--- src/rtl/rv32i_types.sv ---
// Shared rename/register-file constants for the rv32i OoO core.
// Latency: n/a (constants only).
// Backpressure: n/a.
package rv32i_types;

  localparam int PHYS_REG_BITS   = 6;
  localparam int ARCH_REG_BITS   = 5;
  localparam int NUM_PHYS_REGS   = 2 ** PHYS_REG_BITS;
  // Physical registers not held by a committed architectural mapping.
  localparam int FREE_LIST_DEPTH = NUM_PHYS_REGS - 32;

endpackage

--- src/rtl/free_list.sv ---
// Circular queue of free physical register indices; RRAT frees at commit, rename allocates.
// Latency: deq_pd is a zero-latency read of head; an enqueued entry becomes visible next cycle.
// Backpressure: rename stalls on empty; an enqueue at full without a dequeue is dropped and flagged.
module free_list #(
  parameter int PHYS_REG_BITS = rv32i_types::PHYS_REG_BITS,
  parameter int FL_DEPTH      = rv32i_types::FREE_LIST_DEPTH
) (
  input  logic                       clk,
  input  logic                       rst,
  input  logic                       enqueue,
  input  logic [PHYS_REG_BITS-1:0]   enq_pd,
  input  logic                       dequeue,
  output logic [PHYS_REG_BITS-1:0]   deq_pd,
  input  logic                       flush,
  output logic                       empty,
  output logic                       full,
  output logic [$clog2(FL_DEPTH):0]  count,
  output logic                       overflow
);

  localparam int IDX_W = $clog2(FL_DEPTH);
  localparam int PTR_W = IDX_W + 1;

  logic [PHYS_REG_BITS-1:0] entry [FL_DEPTH];
  logic [PTR_W-1:0]         head, tail;
  logic [PTR_W-1:0]         head_next, tail_next;
  logic                     deq_acc, enq_acc;

  assign empty  = (head == tail);
  assign full   = (head[IDX_W-1:0] == tail[IDX_W-1:0]) && (head[IDX_W] != tail[IDX_W]);
  assign count  = tail - head;
  assign deq_pd = entry[head[IDX_W-1:0]];

  // Accept/drop decisions and next pointers; flush rewinds head to one lap behind tail.
  always_comb begin
    deq_acc   = dequeue && !empty && !flush;
    enq_acc   = enqueue && (!full || deq_acc);
    tail_next = tail + PTR_W'(enq_acc);
    if (flush) begin
      head_next = {~tail_next[IDX_W], tail_next[IDX_W-1:0]};
    end else begin
      head_next = head + PTR_W'(deq_acc);
    end
  end

  // Pointer and sticky overflow state; reset leaves the queue full.
  always_ff @(posedge clk or posedge rst) begin
    if (rst) begin
      head     <= '0;
      tail     <= PTR_W'(FL_DEPTH);
      overflow <= 1'b0;
    end else begin
      head <= head_next;
      tail <= tail_next;
      if (enqueue && !enq_acc) begin
        overflow <= 1'b1;
      end
    end
  end

  // Entry storage; reset preloads the registers not covered by the initial architectural mapping.
  always_ff @(posedge clk or posedge rst) begin
    if (rst) begin
      for (int i = 0; i < FL_DEPTH; i++) begin
        entry[i] <= PHYS_REG_BITS'(FL_DEPTH + i);
      end
    end else if (enq_acc) begin
      entry[tail[IDX_W-1:0]] <= enq_pd;
    end
  end

endmodule

--- config.mk ---
export PLATFORM = sky130hd
export DESIGN_NAME = free_list
export DESIGN_NICKNAME = d
export VERILOG_FILES = /design/src/rtl/rv32i_types.sv /design/src/rtl/free_list.sv
export SDC_FILE = /design/constraint.sdc
export NUM_CORES = 1
export LEC_CHECK = 0
export BUFFER_PORTS_ARGS = -buffer_cell sky130_fd_sc_hd__buf_2
export CORE_UTILIZATION = 55
export DETAILED_ROUTE_END_ITERATION = 10
export GPL_TIMING_DRIVEN = 0
export HOLD_SLACK_MARGIN = 0.03
export PLACE_DENSITY = 0.78
export SYNTH_ARGS = -nofsm -noshare
export SYNTH_HDL_FRONTEND = slang
export SYNTH_SLANG_ARGS = --single-unit
--- constraint.sdc ---
create_clock -name clk -period 6.2 [get_ports clk]
set_input_delay 1.24 -clock clk [delete_from_list [all_inputs] [get_ports clk]]
set_output_delay 1.24 -clock clk [all_outputs]
set_load 0.01 [all_outputs]
# Yosys cells after proc, flatten, opt, wreduce, memory -nomap -nowiden
# Cells that the tools add are included.
# op_classes
add_sub_neg,3
n_lt_le_gt_ge,3
n_bitwise,3
eq_ne,3
multipliers,0
div,0
shift,0
muxes,7
reduce_logical,11
# op_table
operator,count
bitwise mux 192 bit,1
binary-select mux 6 bit (select 5 bit),1
demux 6 bit (select 5 bit),1
2-to-1 mux 6 bit,4
adder 6 x 1 -> 6 bit,2
"greater-or-equal comparator 6 bit, second input constant",2
NOT 5 -> 6 bit,2
equality test 6 bit,1
logical AND 1 bit,6
"< comparator 6 x 1 -> 1 bit, second input constant",1
subtractor 6 bit,1
equality test 5 bit,1
zero test 1 bit,4
logical OR 1 bit,1
inequality test 1 bit,1
NOT 1 bit,1
# totals
rom_bits,0
n_memories,0
latchBits,0
ramBits,0
elab_cells,65
ff_bits,205

# Logic depth before layout (Yosys ltp)
# logic_depth
ltp_word,9
mapped_depth,14

# Worst setup path after synthesis
# OpenSTA, ideal clock, no wires.
# synth_timing
kind,register -> output
start,register head[1]
end,output count[5]
slack_ps,2986
n_path_buf,2
arrival_ps,1974
path_stages_with_launch,9
cell_sequence,dfrtp_1 clkbuf_1 clkbuf_1 inv_1 ha_1 nor2b_1 o21a_1 o21a_1 o211ai_1
# synth_between
elab_chain_len,1
# synth_lines
element,line_no,text
from (decl),free_list.sv:25,"logic [PTR_W-1:0] head, tail;"
from (signal assigned),free_list.sv:53,head <= head_next;
subtractor 6 bit,free_list.sv:31,assign count = tail - head;
to (decl),free_list.sv:17,"output logic [$clog2(FL_DEPTH):0] count,"
# Every way passes these cells.

# Worst setup path in the final report
# layout_timing
start,register head[1]
end,output deq_pd[4]
# layout_between
elab_chain_len,4
# layout_lines
element,line_no,text
NOT 5 -> 6 bit (not written as such),free_list.sv:32,assign deq_pd = entry[head[IDX_W-1:0]];
binary-select mux 6 bit (select 5 bit),free_list.sv:32,
2-to-1 mux 6 bit (not written as such) (2 in a row),free_list.sv:32,
to (decl),free_list.sv:13,"output logic [PHYS_REG_BITS-1:0] deq_pd,"
# Every way passes these cells. The select of a mux whose other input is x is not followed.

==> results.py <==
metrics = {
    "setup_path": {
        "r2r_setup_slack_ns": 2.64,
        "end_kind": "output port",
        "crit_type": "reg2out",
        "timing.rr.start": "head[1]",
        "crit_path_start_kind": "flop",
        "cp.required_ns": 4.96,
        "ff2ff_path_depth": 14,
        "crit_path_start": "head[1]",
        "worstPathArrival_ns": 3.06,
        "cp_max_fo": 10,
        "r2r_end": "head[4]",
    },
    "place": {
        "hpwlAfterDp_mm": 17.0,
        "io_buffers": 24,
        "dp.cells": 904,
        "place_area_sq_um": 10400,
        "gp_congestion": 0.960,
    },
    "timing": {
        "tns_ns": 0,
        "period_share_pct": 69.3,
        "skew_ns": 0.0127,
        "tightest_slew_ns": 0.963,
        "hold_viol": 0,
        "slew_viol_final": 0,
        "max_clock_freq_ghz": 0.233,
        "maxSlewHeadroom_pct": 35.8,
        "whs_ns": 0.458,
        "layout_min_cycle_time_ns": 4.30,
        "setup_viol": 0,
        "rsz0062_at_grt": "no",
    },
    "route": {
        "dr.pass1.iters": 5,
        "routed_via_density": 6.52,
        "totalWireLength_mm": 24.5,
        "routedWlPerCell_um": 25.9,
        "drc": 0,
        "vias": 6158,
        "first_iter_violations": 435,
        "postRouteAntennaNets": 0,
    },
    "clock_network": {
        "cts_tree": "built",
        "numCtsBuffers": 22,
        "clock_path_buffers": 3,
        "holdBufCountCts": 0,
        "worst_skew_pair.late_latency_ns": 0.51,
        "clkSlewWorstSetupHoldPaths_ns": 0.07,
        "root_buffer": "clkbuf_16",
        "post_cts.repair.setup_buffers": 0,
        "clkSinkCount": 205,
        "cts_max_level": 1,
        "cts_resized": 0,
    },
    "floorplan": {
        "core_sq_um": 17500,
        "die_h_um": 136,
        "dieArea_sq_um": 18600,
        "initial_core_util_pct": 56.7,
        "rows": 48,
        "die_w_um": 136,
        "pin_count": 26,
    },
    "power_and_ir_drop": {
        "p_comb_share_pct": 38.8,
        "power.share.clock_pct": 22.2,
        "intPower_mw": 4.17,
        "power_switching_mw": 2.05,
        "power_frac_seq_pct": 39.0,
        "power.density_nw_per_um2": 555,
        "vdd_drop_max_mv": 0.383,
        "swShare_pct": 32.9,
        "p_leak_nw": 4.67,
    },
    "min_path": {
        "hold_end": "overflow",
        "min_from": "overflow",
        "hold_path.class": "reg2reg",
        "hold_depth": 1,
    },
    "layout": {
        "regArea_sq_um": 5270,
        "final_cell_mix": "mux2_2 (187), dfstp_2 (113), dfrtp_1 (92)",
        "syn_to_final_growth_pct": 12.9,
        "nFillCells": 1194,
        "drive_gt1_share_pct": 63.7,
        "fin_cells": 945,
        "num-nets-final": 724,
        "multiInputGateArea_sq_um": 4390,
        "fin_area_sq_um": 11200,
        "final_common_cell": "mux2_2",
    },
    "logic_synthesis": {
        "synth_seq_area_share_pct": 53.2,
        "synth_cell_types": 48,
        "ys_seq_elements": 205,
        "syn_area_per_cell_sq_um": 15.2,
        "synth_cells": 650,
        "synth_area_sq_um": 9910,
        "yosys_warnings": 0,
        "syn-num-nets": 671,
    },
    "global_route": {
        "grtUsageTotal_pct": 27.9,
        "grt_antenna_before_repair": 0,
        "grt_pass1_wl_mm": 37.7,
        "grt_pass1_vias": 6349,
        "grt_overflow": 0,
        "grt_max_degree": 45,
    },
    "run_status": {
        "outcome": "finished clean",
    },
    "flow_run": {
        "drv_cap": 0,
    },
}
## sequential cells by signal (all words and copies together), names as in the netlist
| signal | cells |
|---|---|
| entry | 192 |
| overflow | 1 |
| head | 6 |
| tail | 6 |
## synth_stat cells, drive strengths merged
master,number,area share (%)
ha,9,1.1
buf,20,1.2
clkinv,2,0.076
a211oi,1,0.076
xnor2,8,0.71
o22ai,24,1.5
nor2,10,0.38
nor3,11,1.1
o21a,2,0.15
clkbuf,23,0.87
a21oi,1,0.050
and2,1,0.063
mux2,194,22
inv,10,0.38
and3,4,0.28
o211ai,1,0.076
dfstp,113,30
o21ai,3,0.15
dfrtp,92,23
nor2b,3,0.19
mux4,48,11
o2111ai,1,0.088
nand4,7,0.63
nand2b,5,0.39
xor2,3,0.34
or3,4,0.42
nand3,29,1.5
nor4,8,0.81
fa,1,0.20
and4,4,0.38
mux2i,1,0.10
a21o,2,0.16
nand2,5,0.19
## routing by layer
metal	vias up	wire length, um	global-route usage [%]
li1	2562	-	-
met3	58	2140	7.35
met5	-	0	0
met4	0	912	11.5
met2	320	11300	42.4
met1	3218	10100	38.1
## critical path: stages (launching register included)
cell,delay (ns)
dfrtp_1,0.41
clkbuf_1,0.22
clkbuf_1,0.64
mux4_2,0.35
o22ai_1,0.10
nor4_1,0.58
buf_2,0.25
## metrics by stage
step / setup WS, ns / power (mW) / util [%]
2_1_floorplan: 2.39 / 4.10 / -
3_3_place_gp: 1.46 / 4.67 / 59.0
3_5_place_dp: 2.50 / 4.81 / 59.6
4_1_cts: 1.95 / 6.21 / 64.0
5_1_grt: 1.81 / 6.50 / 64.0
6_report: 1.90 / 6.22 / 64.0
## worst max-delay path by stage
stage / cells after the start / slack [ns] / endpoint
finish: 6 / 1.90 / deq_pd[4]
global route: 9 / 1.81 / count[5]
CTS: 9 / 1.95 / count[5]
detailed placement: 9 / 2.50 / count[5]
global placement: 2 / 1.46 / entry[102]
floorplan: 1 / 2.39 / entry[100]
## cell families after synthesis
logic type               count (synthesis)  share of synthesized area, %
XOR/XNOR                                11                          1.05
buffers and inverters                   55                          2.58
multiplexers                           243                          33.3
AND/OR/NAND/NOR                         91                          6.31
flip-flops                             205                          53.2
AO/OA/AOI/OAI                           35                          2.27
adder cells (fa/ha/maj)                 10                          1.34
## power by group through the flow
stage / combinational, mW / sequential, mW / clock [mW]
2_1_floorplan: 1.79 / 2.31 / 0
3_3_place_gp: 2.29 / 2.37 / 0
3_5_place_dp: 2.38 / 2.43 / 0
4_1_cts: 2.40 / 2.42 / 1.39
5_1_grt: 2.57 / 2.49 / 1.45
6_report: 2.41 / 2.43 / 1.38
## cell type report
type,instances,share of cell area [%]
Timing Repair Buffer,29,1.97
Buffer,43,1.88
Inverter,12,0.436
Clock buffer,26,5.51
Tap cell,225,2.52
Sequential cell,205,47.1
Multi-Input combinational cell,390,39.2
Antenna cell,1,0.0224
Clock inverter,14,1.40
(Power assumes the default switching activity.)
